**src/rtl/stream_select_arbiter.sv**
```systemverilog
// Round-robin arbiter with packet lock that drives the selector of a 4-to-1 stream multiplexer.
// Optional stall watchdog is compiled in when ARB_WATCHDOG_EN is defined.
module stream_select_arbiter #(
   parameter int         LOCK_PACKETS = 1,
   parameter logic [1:0] RR_INIT      = 2'd0,
   parameter int         MAX_HOLD     = 256
) (
   input  logic       clk,
   input  logic       rst_n,
   input  logic [3:0] req_valid,
   input  logic [3:0] req_last,
   output logic [3:0] req_ready,
   output logic [1:0] selector,
   output logic       out_valid,
   output logic       out_last,
   input  logic       out_ready,
   output logic       busy
`ifdef ARB_WATCHDOG_EN
   ,
   output logic       wd_timeout
`endif
);

   typedef enum logic {
      IDLE  = 1'b0,
      BURST = 1'b1
   } state_t;

   localparam logic LOCK_EN = (LOCK_PACKETS != 0);

   state_t     state_r;
   logic [1:0] selector_r;
   logic [1:0] rr_ptr_r;
   logic       busy_r;

   logic       xfer_s;
   logic       release_s;
   logic       drop_s;
   logic       any_req_s;
   logic [1:0] next_ptr_s;
   logic [1:0] arb_ptr_s;
   logic [1:0] grant_s;

   // First requesting channel at or after ptr, wrapping 3->0.
   function automatic logic [1:0] rr_pick(input logic [3:0] req, input logic [1:0] ptr);
      logic [1:0] pick;
      logic [1:0] idx;
      logic       found;
      pick  = ptr;
      found = 1'b0;
      for (int i = 0; i < 4; i++) begin
         idx = ptr + 2'(i);
         if (!found && req[idx]) begin
            pick  = idx;
            found = 1'b1;
         end else begin
            found = found;
         end
      end
      return pick;
   endfunction

   // Handshake steering: only the granted channel sees the consumer's ready.
   always_comb begin
      req_ready = 4'b0000;
      out_valid = 1'b0;
      out_last  = 1'b0;
      if (state_r == BURST) begin
         out_valid             = req_valid[selector_r];
         out_last              = req_last[selector_r];
         req_ready[selector_r] = out_ready;
      end else begin
         req_ready = 4'b0000;
      end
   end

   assign xfer_s     = (state_r == BURST) && req_valid[selector_r] && out_ready;
   assign release_s  = xfer_s && (req_last[selector_r] || !LOCK_EN);
   assign any_req_s  = |req_valid;
   assign next_ptr_s = selector_r + 2'd1;
   assign arb_ptr_s  = (state_r == BURST) ? next_ptr_s : rr_ptr_r;
   assign grant_s    = rr_pick(req_valid, arb_ptr_s);

`ifdef ARB_WATCHDOG_EN
   localparam int WD_W = $clog2(MAX_HOLD + 1);

   logic [WD_W-1:0] wd_cnt_r;
   logic            wd_timeout_r;
   logic            wd_fire_s;

   // Fires on the MAX_HOLD-th consecutive stalled grant cycle.
   assign wd_fire_s = (state_r == BURST) && !xfer_s && (wd_cnt_r == WD_W'(MAX_HOLD - 1));
   assign drop_s    = release_s || wd_fire_s;

   // Stall counter and one-cycle timeout pulse.
   always_ff @(posedge clk or negedge rst_n) begin
      if (!rst_n) begin
         wd_cnt_r     <= '0;
         wd_timeout_r <= 1'b0;
      end else begin
         wd_timeout_r <= wd_fire_s;
         if ((state_r != BURST) || xfer_s || drop_s) begin
            wd_cnt_r <= '0;
         end else begin
            wd_cnt_r <= wd_cnt_r + WD_W'(1);
         end
      end
   end

   assign wd_timeout = wd_timeout_r;
`else
   logic wd_unused_s;

   assign wd_unused_s = (MAX_HOLD > 0);
   assign drop_s      = release_s;
`endif

   // Grant FSM: selector only moves on entry from IDLE or on a release.
   always_ff @(posedge clk or negedge rst_n) begin
      if (!rst_n) begin
         state_r    <= IDLE;
         selector_r <= 2'b00;
         rr_ptr_r   <= RR_INIT;
         busy_r     <= 1'b0;
      end else begin
         case (state_r)
            IDLE: begin
               if (any_req_s) begin
                  selector_r <= grant_s;
                  state_r    <= BURST;
                  busy_r     <= 1'b1;
               end else begin
                  state_r <= IDLE;
                  busy_r  <= 1'b0;
               end
            end
            BURST: begin
               if (drop_s) begin
                  rr_ptr_r <= next_ptr_s;
                  if (any_req_s) begin
                     selector_r <= grant_s;
                     state_r    <= BURST;
                     busy_r     <= 1'b1;
                  end else begin
                     state_r <= IDLE;
                     busy_r  <= 1'b0;
                  end
               end else begin
                  state_r <= BURST;
                  busy_r  <= 1'b1;
               end
            end
            default: begin
               state_r <= IDLE;
               busy_r  <= 1'b0;
            end
         endcase
      end
   end

   assign selector = selector_r;
   assign busy     = busy_r;

endmodule

```
**config.mk**
```make
export PLATFORM = sky130hd
export DESIGN_NAME = stream_select_arbiter
export DESIGN_NICKNAME = d
export VERILOG_FILES = /design/src/rtl/stream_select_arbiter.sv
export SDC_FILE = /design/constraint.sdc
export NUM_CORES = 1
export LEC_CHECK = 0
export CORE_ASPECT_RATIO = 1.4
export CORE_UTILIZATION = 25
export CTS_BUF_LIST = sky130_fd_sc_hd__clkbuf_4 sky130_fd_sc_hd__clkbuf_8
export DETAILED_ROUTE_END_ITERATION = 8
export HOLD_SLACK_MARGIN = 0.12
export SETUP_SLACK_MARGIN = 0.02
export SYNTH_ARGS = -nofsm -noshare
export SYNTH_HDL_FRONTEND = slang
export SYNTH_SLANG_ARGS = --single-unit
```
**constraint.sdc**
```tcl
create_clock -name clk -period 2.17 [get_ports clk]
set_input_delay 0.434 -clock clk [delete_from_list [all_inputs] [get_ports clk]]
set_output_delay 0.434 -clock clk [all_outputs]
set_load 0.01 [all_outputs]
```
==> results.md <==
- Met2 usage: 0.254
- Slowest CP cell: clkdlybuf4s50_1
- Placed cell area: 771 um2
- DR iter-0 viols: 7
- Top_reg_cell synth: dfrtp_1
- Final wirelength: 1290 um
- Finished Layout Cells: 104
- Worst path arrival time: 1660 ps
- Post-Synth XOR/XNOR Area: 0
- Grt ovf: 0
- Post-synth top area share: 0.254
- Routed len/inst: 12.4 um
- # IOs: 20
- CP endpoint kind: output pin
- Yosys cell types: 26
- Share of layout cells above drive strength 1: 0.262
- Crit Path Class: flip-flop to output pin
- Worst slew margin: 0.784
- Ant diodes: 0
- R2R depth: 7
- Largest family of logic cells by synthesized area: simple AND/OR/NAND/NOR gates
- Post-layout util: 0.442
- Post-synthesis adder-cell area fraction: 0.102
- Synth Area in Compound Gates: 0.195
- Initial core utilization: 0.274
- Worst Tran Pin Value: 315 ps
- Family with the most delay on the worst path: buffers and inverters
- Simple-Gate Fraction of Synth Area: 0.239
- Htree depth: 1
- Final instance area: 797 um2
- Slew Viols, Final: 0
- FF+latch count, synth: 5
- Synth async-reset ratio: 1.00
- Reg2reg setup slack: 270 ps
- Status: completed
- Met3 usage: 0.0244
- Post-synthesis mux area share: 0.178
- Final period util: 0.964
- Synth top area cells: dfrtp_1, ha_1, mux4_2, and3_1, mux2_1
- Met1 usage: 0.128
- Antenna violations before repair: 0
- Clk_skew: 2.40 ps
- RSZ-0062 raised after global routing: yes
- Bufs on Longest Clock Path: 2
- Worst-path clk slew: 40 ps
- Post-layout net count: 100
- Horiz. Die Dim: 39.5 um
- Cells after Synth: 52
- Drt via density: 5.08
- Crit Path Max Fanout: 6
- Vias in the first global route: 480
- Post-synth top cells: dfrtp_1, and3_1, ha_1, nand2_1
- Layout overhead on the synthesized area: 61.7%
- Hold slack: 403 ps
- Number of buffers created by CTS: 3
- Worst skew pair latency: 250 ps
- WP data required: 1740 ps
- Final min period: 2090 ps
- Die Ht: 54.5 um
- 1st-pass router iterations: 4
- Top-count cell post-synth: dfrtp_1
- DP Worst Slack: -307 ps
- Max Clk Rate: 478 MHz
- Hold Violations, Final: 0
- Final GP Congestion: 0.747
- I/O Buffers: 19
- Cell chain of the critical path: buf_4, ha_1, and3_1, clkdlybuf4s50_1
- Largest net degree at the start of global routing: 18
- Worst Hold Class: primary input to asynchronous set/reset pin
- Sequential fraction of the synthesis area: 0.254
- Drt drc: 0
- Final setup viols: 0
- CP startpoint kind: flip-flop
- Clock Tree Root: clkbuf_4
- GRT Util Overall: 0.128
- Final HPWL DP: 1060 um
- Die ar.: 2160 um2
- Critical Path Stages: 4
- Worst reg2reg startpoint: selector[0]$_DFFE_PN0P_
- Mapped Avg Cell Area: 9.48 um2
- Pwr Density: 1090 nW/um2
- Synthesized net count: 67
- ANT nets after route: 0
- Num rows: 18
- Vias post-DR: 528
- Critical R2R Capture: selector[0]$_DFFE_PN0P_
- Max cap viols: 0
- Leakage: 0.000377 uW
- Buf+Inv Stages, Crit Path: 2
- Max stage delay on crit path: 470 ps
- Clock Sinks: 5
- Final WS setup: 78.8 ps
- Max VDD drop: 0.000424 V
- CTS tree: built
- Hold buffers post-CTS: 0
- Syn. warnings: 0
- Post-Synthesis Cell Area: 493 um2
- Core area: 1800 um2
- First-pass GRT wire length: 1920 um
- Post-synth top area cell: dfrtp_1
- Inst Count DP: 99
- GR peak layer: met2
- EDFF count, synth: 0
- Filler Cells Inserted: 182
==> area by class of cell <==
class,instances,area [um2],area share
tap,20,25.0,0.0314
multi-input combinational,43,352,0.441
clock buffer,4,30.0,0.0377
sequential,5,128,0.160
timing repair buffer,29,251,0.316
inverter,3,11.3,0.0141
==> layout by cell type (no fill, tap or decap) <==
| cell | count |
|---|---|
| a21o_1 | 1 |
| a21oi_1 | 2 |
| a2bb2oi_1 | 1 |
| a31oi_1 | 3 |
| a32oi_1 | 1 |
| and2_1 | 3 |
| and3_1 | 4 |
| buf_2 | 1 |
| buf_4 | 10 |
| clkbuf_2 | 1 |
| clkbuf_4 | 4 |
| clkdlybuf4s50_1 | 14 |
| dfrtp_1 | 3 |
| dfrtp_2 | 2 |
| dlygate4sd2_1 | 3 |
| ha_1 | 4 |
| inv_1 | 3 |
| mux2_1 | 2 |
| mux2i_1 | 2 |
| mux4_2 | 2 |
| nand2_1 | 4 |
| nand2b_1 | 2 |
| nand3_1 | 1 |
| nand4_4 | 1 |
| nor2_1 | 2 |
| nor2b_1 | 1 |
| nor4_1 | 1 |
| o211ai_1 | 1 |
| o21ai_0 | 2 |
| o21ai_1 | 1 |
| o31ai_1 | 1 |
| o31ai_2 | 1 |
==> worst max path at each step <==
stage,from,to,slack (ps)
floorplan,selector[0]$_DFFE_PN0P_,selector[0]$_DFFE_PN0P_,410
global placement,req_valid[3],out_valid,-300
detailed placement,req_valid[3],out_valid,-310
CTS,req_last[3],out_last,40
global route,selector[0]$_DFFE_PN0P_,req_ready[3],20
finish,selector[0]$_DFFE_PN0P_,req_ready[3],80
==> worst register-to-register path: stages (launching register included) <==
cell and delay (ps):
dfrtp_2 410, buf_4 160, inv_1 60, ha_1 330, mux2_1 340, o21ai_0 150
a21oi_1 100, o31ai_2 240
==> registers in the layout (all words and copies together) (netlist names) <==
register and count:
rr_ptr_r 2, selector 2, busy 1
==> metal layers <==
layer / vias to the layer above / wire [um]
met5: - / 0
met4: 0 / 15
met3: 2 / 92
met2: 21 / 690
met1: 241 / 494
li1: 264 / -
==> power by group <==
part / switching [uW] / total [uW] / internal, uW
combinational: 267 / 576 / 309
clock: 40.3 / 122 / 82.1
sequential: 39.4 / 173 / 134
==> stage by stage <==
step           setup TNS (ps)  power (uW)
6_report                    0         872
5_1_grt                     0         941
4_1_cts                     0         886
3_5_place_dp             -510         772
3_3_place_gp             -513         749
2_1_floorplan               0         506
==> what timing repair did <==
action,CTS,global route
buffers inserted,1,0
endpoints found under the hold margin,0,0
endpoints found under the setup margin,5,2
gates cloned,0,0
gates resized for setup,10,2
==> cells by family after synthesis <==
family | after synthesis
adders and majority gates | 4
muxes | 6
and+or+nand+nor | 19
buffers and inverters | 4
AOI/OAI and AO/OA | 14
DFF | 5
No activity file was read; power rests on OpenSTA's default activity.
